===== src/rtl/sys_output_deskew.sv =====
// Output deskew for the systolic array: per-column FIFOs realign staggered column words into whole rows.
// Optional build macro SYS_DESKEW_RELU_EN applies ReLU to each enabled lane as it enters the output register.
module sys_output_deskew #(
    parameter int SYSTOLIC_ARRAY_WIDTH = 2,
    parameter int DATA_WIDTH           = 16,
    parameter int FIFO_DEPTH           = 4
) (
    input  logic                                       clk,
    input  logic                                       rst,
    input  logic [SYSTOLIC_ARRAY_WIDTH*DATA_WIDTH-1:0] col_data_in,
    input  logic [SYSTOLIC_ARRAY_WIDTH-1:0]            col_valid_in,
    input  logic [15:0]                                ub_rd_col_size_in,
    input  logic                                       ub_rd_col_size_valid_in,
    output logic [SYSTOLIC_ARRAY_WIDTH*DATA_WIDTH-1:0] row_data_out,
    output logic                                       row_valid_out,
    input  logic                                       row_ready_in,
    output logic                                       overflow_err,
    output logic [15:0]                                rows_drained,
    output logic                                       busy
);
    localparam int W  = SYSTOLIC_ARRAY_WIDTH;
    localparam int AW = $clog2(FIFO_DEPTH);
    localparam int CW = AW + 1;

    logic [DATA_WIDTH-1:0] mem_r [W][FIFO_DEPTH];
    logic [AW-1:0]         wr_ptr_r [W];
    logic [AW-1:0]         rd_ptr_r [W];
    logic [CW-1:0]         cnt_r [W];
    logic [CW-1:0]         cnt_next_s [W];
    logic [W-1:0]          mask_r;
    logic [W-1:0]          mask_next_s;
    logic [W-1:0]          push_req_s;
    logic [W-1:0]          push_ok_s;
    logic [W-1:0]          pop_s;
    logic                  all_avail_s;
    logic                  row_ready_int_s;
    logic                  load_s;
    logic                  handoff_s;
    logic                  valid_next_s;
    logic                  busy_next_s;
    logic                  overflow_s;
    logic [W*DATA_WIDTH-1:0] load_data_s;
    logic [W*DATA_WIDTH-1:0] row_data_r;
    logic                  row_valid_r;
    logic                  overflow_r;
    logic [15:0]           rows_drained_r;
    logic                  busy_r;

    function automatic logic [DATA_WIDTH-1:0] relu_f(input logic [DATA_WIDTH-1:0] v);
        if (v[DATA_WIDTH-1]) begin
            relu_f = {DATA_WIDTH{1'b0}};
        end else begin
            relu_f = v;
        end
    endfunction

    // Enable mask candidate: column c is enabled when the requested size exceeds c (clamps at W).
    always_comb begin
        mask_next_s = {W{1'b0}};
        for (int c = 0; c < W; c++) begin
            mask_next_s[c] = (ub_rd_col_size_in > 16'(c));
        end
    end

    // Row assembly, push/pop arbitration and next-state counts.
    always_comb begin
        all_avail_s = 1'b1;
        for (int c = 0; c < W; c++) begin
            if (mask_r[c] && (cnt_r[c] == {CW{1'b0}})) begin
                all_avail_s = 1'b0;
            end else begin
                all_avail_s = all_avail_s;
            end
        end
        row_ready_int_s = all_avail_s && (mask_r != {W{1'b0}});
        load_s          = row_ready_int_s && (!row_valid_r || row_ready_in);
        handoff_s       = row_valid_r && row_ready_in;
        pop_s           = load_s ? mask_r : {W{1'b0}};
        push_req_s      = mask_r & col_valid_in;
        busy_next_s     = 1'b0;
        load_data_s     = {(W*DATA_WIDTH){1'b0}};
        for (int c = 0; c < W; c++) begin
            // A full FIFO still accepts a word when it is popped on the same edge.
            push_ok_s[c] = push_req_s[c] && ((cnt_r[c] < CW'(FIFO_DEPTH)) || pop_s[c]);
            case ({push_ok_s[c], pop_s[c]})
                2'b10:   cnt_next_s[c] = cnt_r[c] + CW'(1);
                2'b01:   cnt_next_s[c] = cnt_r[c] - CW'(1);
                default: cnt_next_s[c] = cnt_r[c];
            endcase
            busy_next_s = busy_next_s || (cnt_next_s[c] != {CW{1'b0}});
            if (mask_r[c]) begin
`ifdef SYS_DESKEW_RELU_EN
                load_data_s[c*DATA_WIDTH +: DATA_WIDTH] = relu_f(mem_r[c][rd_ptr_r[c]]);
`else
                load_data_s[c*DATA_WIDTH +: DATA_WIDTH] = mem_r[c][rd_ptr_r[c]];
`endif
            end else begin
                load_data_s[c*DATA_WIDTH +: DATA_WIDTH] = {DATA_WIDTH{1'b0}};
            end
        end
        overflow_s = |(push_req_s & ~push_ok_s);
        if (load_s) begin
            valid_next_s = 1'b1;
        end else if (handoff_s) begin
            valid_next_s = 1'b0;
        end else begin
            valid_next_s = row_valid_r;
        end
        busy_next_s = busy_next_s || valid_next_s;
    end

    // FIFO storage; contents need no reset because pointers and counts define validity.
    always_ff @(posedge clk) begin
        for (int c = 0; c < W; c++) begin
            if (push_ok_s[c]) begin
                mem_r[c][wr_ptr_r[c]] <= col_data_in[c*DATA_WIDTH +: DATA_WIDTH];
            end
        end
    end

    // Control state: pointers, counts, mask, output register and status.
    always_ff @(posedge clk) begin
        if (rst) begin
            for (int c = 0; c < W; c++) begin
                wr_ptr_r[c] <= {AW{1'b0}};
                rd_ptr_r[c] <= {AW{1'b0}};
                cnt_r[c]    <= {CW{1'b0}};
            end
            mask_r         <= {W{1'b0}};
            row_data_r     <= {(W*DATA_WIDTH){1'b0}};
            row_valid_r    <= 1'b0;
            overflow_r     <= 1'b0;
            rows_drained_r <= 16'd0;
            busy_r         <= 1'b0;
        end else begin
            for (int c = 0; c < W; c++) begin
                if (push_ok_s[c]) wr_ptr_r[c] <= wr_ptr_r[c] + AW'(1);
                if (pop_s[c])     rd_ptr_r[c] <= rd_ptr_r[c] + AW'(1);
                cnt_r[c] <= cnt_next_s[c];
            end
            if (ub_rd_col_size_valid_in && !busy_r) mask_r <= mask_next_s;
            if (load_s) row_data_r <= load_data_s;
            if (overflow_s) overflow_r <= 1'b1;
            if (handoff_s) rows_drained_r <= rows_drained_r + 16'd1;
            row_valid_r <= valid_next_s;
            busy_r      <= busy_next_s;
        end
    end

    assign row_data_out  = row_data_r;
    assign row_valid_out = row_valid_r;
    assign overflow_err  = overflow_r;
    assign rows_drained  = rows_drained_r;
    assign busy          = busy_r;
endmodule


===== config.mk =====
export PLATFORM = sky130hd
export DESIGN_NAME = sys_output_deskew
export DESIGN_NICKNAME = d
export VERILOG_FILES = /design/src/rtl/sys_output_deskew.sv
export SDC_FILE = /design/constraint.sdc
export NUM_CORES = 1
export LEC_CHECK = 0
export ABC_CLOCK_PERIOD_IN_PS = 6900
export CORE_UTILIZATION = 25
export CTS_CLUSTER_SIZE = 28
export DETAILED_ROUTE_END_ITERATION = 10
export HOLD_SLACK_MARGIN = 0.05
export PLACE_DENSITY_LB_ADDON = 0.12
export SKIP_CTS_REPAIR_TIMING = 1
export SLEW_MARGIN = 20
export SYNTH_ARGS = -nofsm -noshare
export SYNTH_HDL_FRONTEND = slang
export SYNTH_SLANG_ARGS = --single-unit

===== constraint.sdc =====
create_clock -name clk -period 6.9 [get_ports clk]
set_input_delay 1.38 -clock clk [delete_from_list [all_inputs] [get_ports clk]]
set_output_delay 1.38 -clock clk [all_outputs]
set_load 0.005 [all_outputs]

Yosys cells after proc, flatten, opt, wreduce, memory -nomap -nowiden
Memories as Yosys holds them, arrays and structs flattened.
Index checks and enable logic that the tools add are counted.
Cells by class
  bitwise logic cells: 13
  magnitude comparators: 10
  add/sub/neg operators: 9
  multiplexer cells: 42
  reductions and logical operators: 23
  equality and inequality tests: 4
Operator list (number)
  $mux 16: 8
  $mux 64: 2
  $bmux 16 s2: 2
  $demux 16 s2: 2
  $gt 16x1->1 const B: 2
  $mux 1: 19
  $add 16x1->16 const B: 1
  $ge 3x3->1 const B: 4
  $not 2->3: 4
  $pmux 3 s2: 2
  $logic_and 1x1->1: 10
  $mux 2: 5
  $add 2x1->2 const B: 4
  $add 3x1->3 const B: 2
  $logic_not 3->1: 2
  $lt 3x1->1 const B: 2
  $lt 3x3->1 const B: 2
  $mux 3: 2
  $or 1x1->1: 6
  $reduce_bool 3->1: 2
  $sub 3x1->3 const B: 2
  $logic_or 1x1->1: 5
  $and 2x2->2: 2
  $eq 2x1->1 const B: 2
  other kinds (5): 7
Storage, ports and cells
  logic and storage cells: 111
  input port bits: 54
  flip-flop bits (word level): 53
  bits in writable memories: 142
  memories kept: 4
Memory list
  mem_r: words 2, bits a word 64, rd ports 2, clocked after Yosys merged registers in 0, write ports 2, RTL line 25  | logic [DATA_WIDTH-1:0] mem_r [W][FIFO_DEPTH];
  cnt_r: words 2, bits a word 3, rd ports 2, clocked after Yosys merged registers in 0, write ports 2, RTL line 28  | logic [CW-1:0] cnt_r [W];
  rd_ptr_r: words 2, bits a word 2, rd ports 2, clocked after Yosys merged registers in 0, write ports 2, RTL line 27  | logic [AW-1:0] rd_ptr_r [W];
  wr_ptr_r: words 2, bits a word 2, rd ports 2, clocked after Yosys merged registers in 0, write ports 2, RTL line 26  | logic [AW-1:0] wr_ptr_r [W];

Logic depth before layout (Yosys ltp)
  word-level depth: 14
  depth in mapped cells: 11

Worst setup path after synthesis
OpenSTA, ideal clock, no wires.
  path type: in2reg
  start point: input row_ready_in
  end point: register busy_r (netlist: busy)
  arrival: 3.379 ns
  buffers on the path: 2
  slack: 3.383 ns
  stages on the path: 10
  setup time: 0.138 ns
  data required time: 6.762 ns
  cell sequence: nor2b_1 > buf_2 > nor4b_2 > buf_4 > ha_1 > fa_1 > nor2_1 > a22oi_1 > nor2_1 > a41oi_2
On the way
  cells in the longest elaborated chain, start to end: 10
  elaborated cells between the ends (all ways): 20
Ends and longest elaborated chain
  start, declared: RTL line 16  | input logic row_ready_in,
  $logic_or 1x1->1: RTL line 76  | load_s = row_ready_int_s && (!row_valid_r || row_ready_in);
  $logic_and 1x1->1: RTL line 76
  $mux 2: RTL line 78  | pop_s = load_s ? mask_r : {W{1'b0}};
  $logic_or 1x1->1: RTL line 84  | push_ok_s[c] = push_req_s[c] && ((cnt_r[c] < CW'(FIFO_DEPTH)) || pop_s[c]);
  $logic_and 1x1->1: RTL line 84
  $eq 2x1->1 or $eq 2x2->1 (tied branches): RTL line 85  | case ({push_ok_s[c], pop_s[c]})
  $pmux 3 s2: RTL line 85
  $reduce_bool 3->1: RTL line 90  | busy_next_s = busy_next_s || (cnt_next_s[c] != {CW{1'b0}});
  $logic_or 1x1->1: RTL line 90
  $logic_or 1x1->1 (*): RTL line 109  | busy_next_s = busy_next_s || valid_next_s;
  end signal, assigned: RTL line 146  | busy_r <= busy_next_s;
  end, declared: RTL line 47  | logic busy_r;
Mark *: on every way between the ends. The rest lies on a longest branch, timed or not.
A chain may end at the register's enable or synchronous reset.

Final worst setup path
Ends and elaborated chain as after synthesis.

==> impl_results.md <==
- Fill cell count: just under 3,000
- Post-DP HPWL: 10,100 um
- Pins Over Slew Limit: 0
- # rows: 63
- FF/Latch Area: ~5300 um^2
- Status: complete, no violations
- Final core utilization: 32.3%
- Wirelength per Cell: roughly 17 um
- Final Skew: approximately 21 ps
- Synth Flop Type: edfxtp_1
- Synth Instances: 474
- CTS tree: built
- Mapped Area: between 7000 and 8000 um^2
- Worst setup SP type: primary input
- Core area: about 30,000 um^2
- CTS Sinks: 195
- Fin Hold WS: between 500 and 600 ps
- Worst EP required: 7170 ps
- FF+latch count, synth: slightly below 200
- H-tree levels: 4
- Buffers on Ports: 104
- # diodes: 0
- Critical setup path kind: primary input to flop
- Pwr/cell area: ~280 nW/um^2
- Drt drc: 0
- Vias in the first global route: between 4,000 and 5,000
- CP dominant cell by count: nor2_1
- Least-Margin Pin Slew: 1010 ps
- Average via count per standard cell: around 4.4
- Nets: 646
- Slew HR: between 30 and 40%
- Worst slack at placement: around 2500 ps
- # Max-Cap Violations: 0
- Final hold vios: 0
- CP cell instances: clkdlybuf4s50_1 -> nor2b_1 -> o21ai_0 -> and2_1 -> inv_1 -> ha_1 -> fa_1 -> nor2_1 -> a22oi_1 -> nor2_1 -> a41oi_2
- Fmax: ~250 MHz
- Initial antenna violation count: 0
- Mapped Avg Cell Area: approximately 16 um^2
- Tmin final: 3930 ps
- Hold depth: 2
- Largest net degree at the start of global routing: 72
- R2R depth: 10
- Die height: ~180 um
- Worst-path clk slew: ~70 ps
- Post-synth EDFFs: ~140
- Worst setup margin: roughly 3000 ps
- Total GRT Usage: 11.2%
- Ranking of synthesized cells by area: edfxtp_1 54%, dfxtp_1 16%, mux4_2 9.6%
- Worst skew pair latency: roughly 440 ps
- Root buffer cell: clkbuf_16
- Layout area overhead: 27.2%
- Grt ovf: 0
- DIE AREA: 30,800 um^2
- Total Routed Length: ~17,000 um
- Fin crit share: 56.9%
- Crit-path max cell delay: between 500 and 600 ps
- Die Span X: around 180 um
- Layout cell share with drive strength beyond 1: between 10% and 20%
- Sequential fraction of the synthesis area: a little over two thirds
- CP Max Fanout: 7
- Synth top area share: a little over half
- Iter 0 DRT Violations: about 260
- Post-synthesis async set-or-reset flop share: 0%
- First-pass GRT wire length: about 26,000 um
- Initial Utilization: about a quarter
- Worst hold path type: flop to flop
- Post-synth top area cell: edfxtp_1
- Placer Congestion: about 0.7
- Detail Route Antenna Nets: 0
- Total CTS buffers: 17
- Io pins: between 100 and 150
- Distinct cell type count after synthesis: 40
- Leakage power: slightly above 0.003 uW
- Max IR drop VDD: roughly 160 uV
- Multi-input logic area: 2130 um^2
- Clock Tree Buf Depth: 2
- WP data arrival: 4190 ps
- Setup_tns: 0 ps
- YS warnings: 0
- Worst Setup End Kind: flop
- # setup viols final: 0
- Crit-path slowest cell: clkdlybuf4s50_1
- RSZ-0062 raised after global routing: no
- DRT Pass-1 Iters: 6
- Via count: roughly 4,300
- Post-synth net total: about 540
critical path, delay by kind of cell:
family	cells	cell delay [ps]
buffers and inverters	2	570
and+or+nand+nor	4	1050
adders and majority gates	2	640
AOI/OAI and AO/OA	3	550
Yosys cell counts (2+ instances only):
master / instances
a21oi_1: 7
a22oi_1: 35
and2_0: 2
and2_1: 2
and3_1: 8
buf_2: 7
buf_6: 3
clkbuf_1: 12
dfxtp_1: 59
edfxtp_1: 136
fa_1: 2
ha_1: 11
inv_1: 8
mux2i_1: 3
mux4_2: 32
nand2_1: 8
nand3_1: 6
nand4_1: 5
nor2_1: 61
nor2b_1: 3
nor3_1: 11
nor3b_1: 2
nor4_1: 6
nor4b_2: 2
o21ai_0: 5
or2_2: 4
or3_1: 3
or4_4: 2
xnor2_1: 13
xor2_1: 6
sequential cells by signal (all words and copies together), names as in the netlist:
register and cells:
mem_r 128, row_data_out 32, rows_drained 16, cnt_r 6, rd_ptr_r 4, wr_ptr_r 4
mask_r 2, busy 1, overflow_err 1, row_valid_out 1
where the power goes:
group / total (uW) / switching, uW / internal [uW]
sequential: 1350 / 49.4 / 1300
clock: 991 / 495 / 495
combinational: 335 / 165 / 170
total: 2680 / 710 / 1970
metrics by stage:
step,std cells,power [uW],instance area (um^2)
final,982,2680,9580
after global routing,982,2790,9580
after CTS,982,2720,9580
after detailed placement,950,1730,8990
after global placement,950,1720,8990
after floorplan,474,1580,7540
logic make-up after synthesis:
group                      after synthesis  synth area share (%)
buffers and inverters                   31                  2.01
AOI/OAI and AO/OA                       51                  4.80
DFF                                    195                  69.9
and+or+nand+nor                        130                  8.81
adders and majority gates               13                  2.36
muxes                                   35                  9.96
xor gates and xnor gates                19                  2.21
placed cells by master, fill, tap and decap left out, types with 11 or more instances in the layout:
master           instances
edfxtp_1               136
a22oi_1                 35
nor2_1                  61
nor3_1                  11
ha_1                    11
clkbuf_16               17
xnor2_1                 13
clkdlybuf4s50_1        103
mux4_2                  32
dfxtp_1                 59
area by class of cell:
| type | instances | share of cell area, % |
|---|---|---|
| Clock buffer | 18 | 4.48 |
| Tap cell | 390 | 5.09 |
| Sequential cell | 195 | 54.9 |
| Multi-Input combinational cell | 248 | 22.2 |
| Clock inverter | 14 | 1.76 |
| Inverter | 8 | 0.313 |
| Timing Repair Buffer | 109 | 11.2 |
routing by layer:
metal	vias up	global-route usage, %	part of all wire [%]
met5	-	0	0
met4	0	3.80	0.97
met3	10	2.36	3.1
met2	90	19.2	50
met1	2176	13.8	45
li1	2029	-	-
path summary, 6_finish.rpt:
kind                                                    start                       endpoint  slack (ps)
worst max-delay path                             row_ready_in                busy$_SDFF_PP0_        2970
worst min-delay path            rows_drained[15]$_SDFFE_PP0P_  rows_drained[15]$_SDFFE_PP0P_         510
worst max register to register         cnt_r[0][3]$_SDFF_PP0_                busy$_SDFF_PP0_        3780
worst min register to register  rows_drained[15]$_SDFFE_PP0P_  rows_drained[15]$_SDFFE_PP0P_         510
Power figures use the tool's default switching activity.
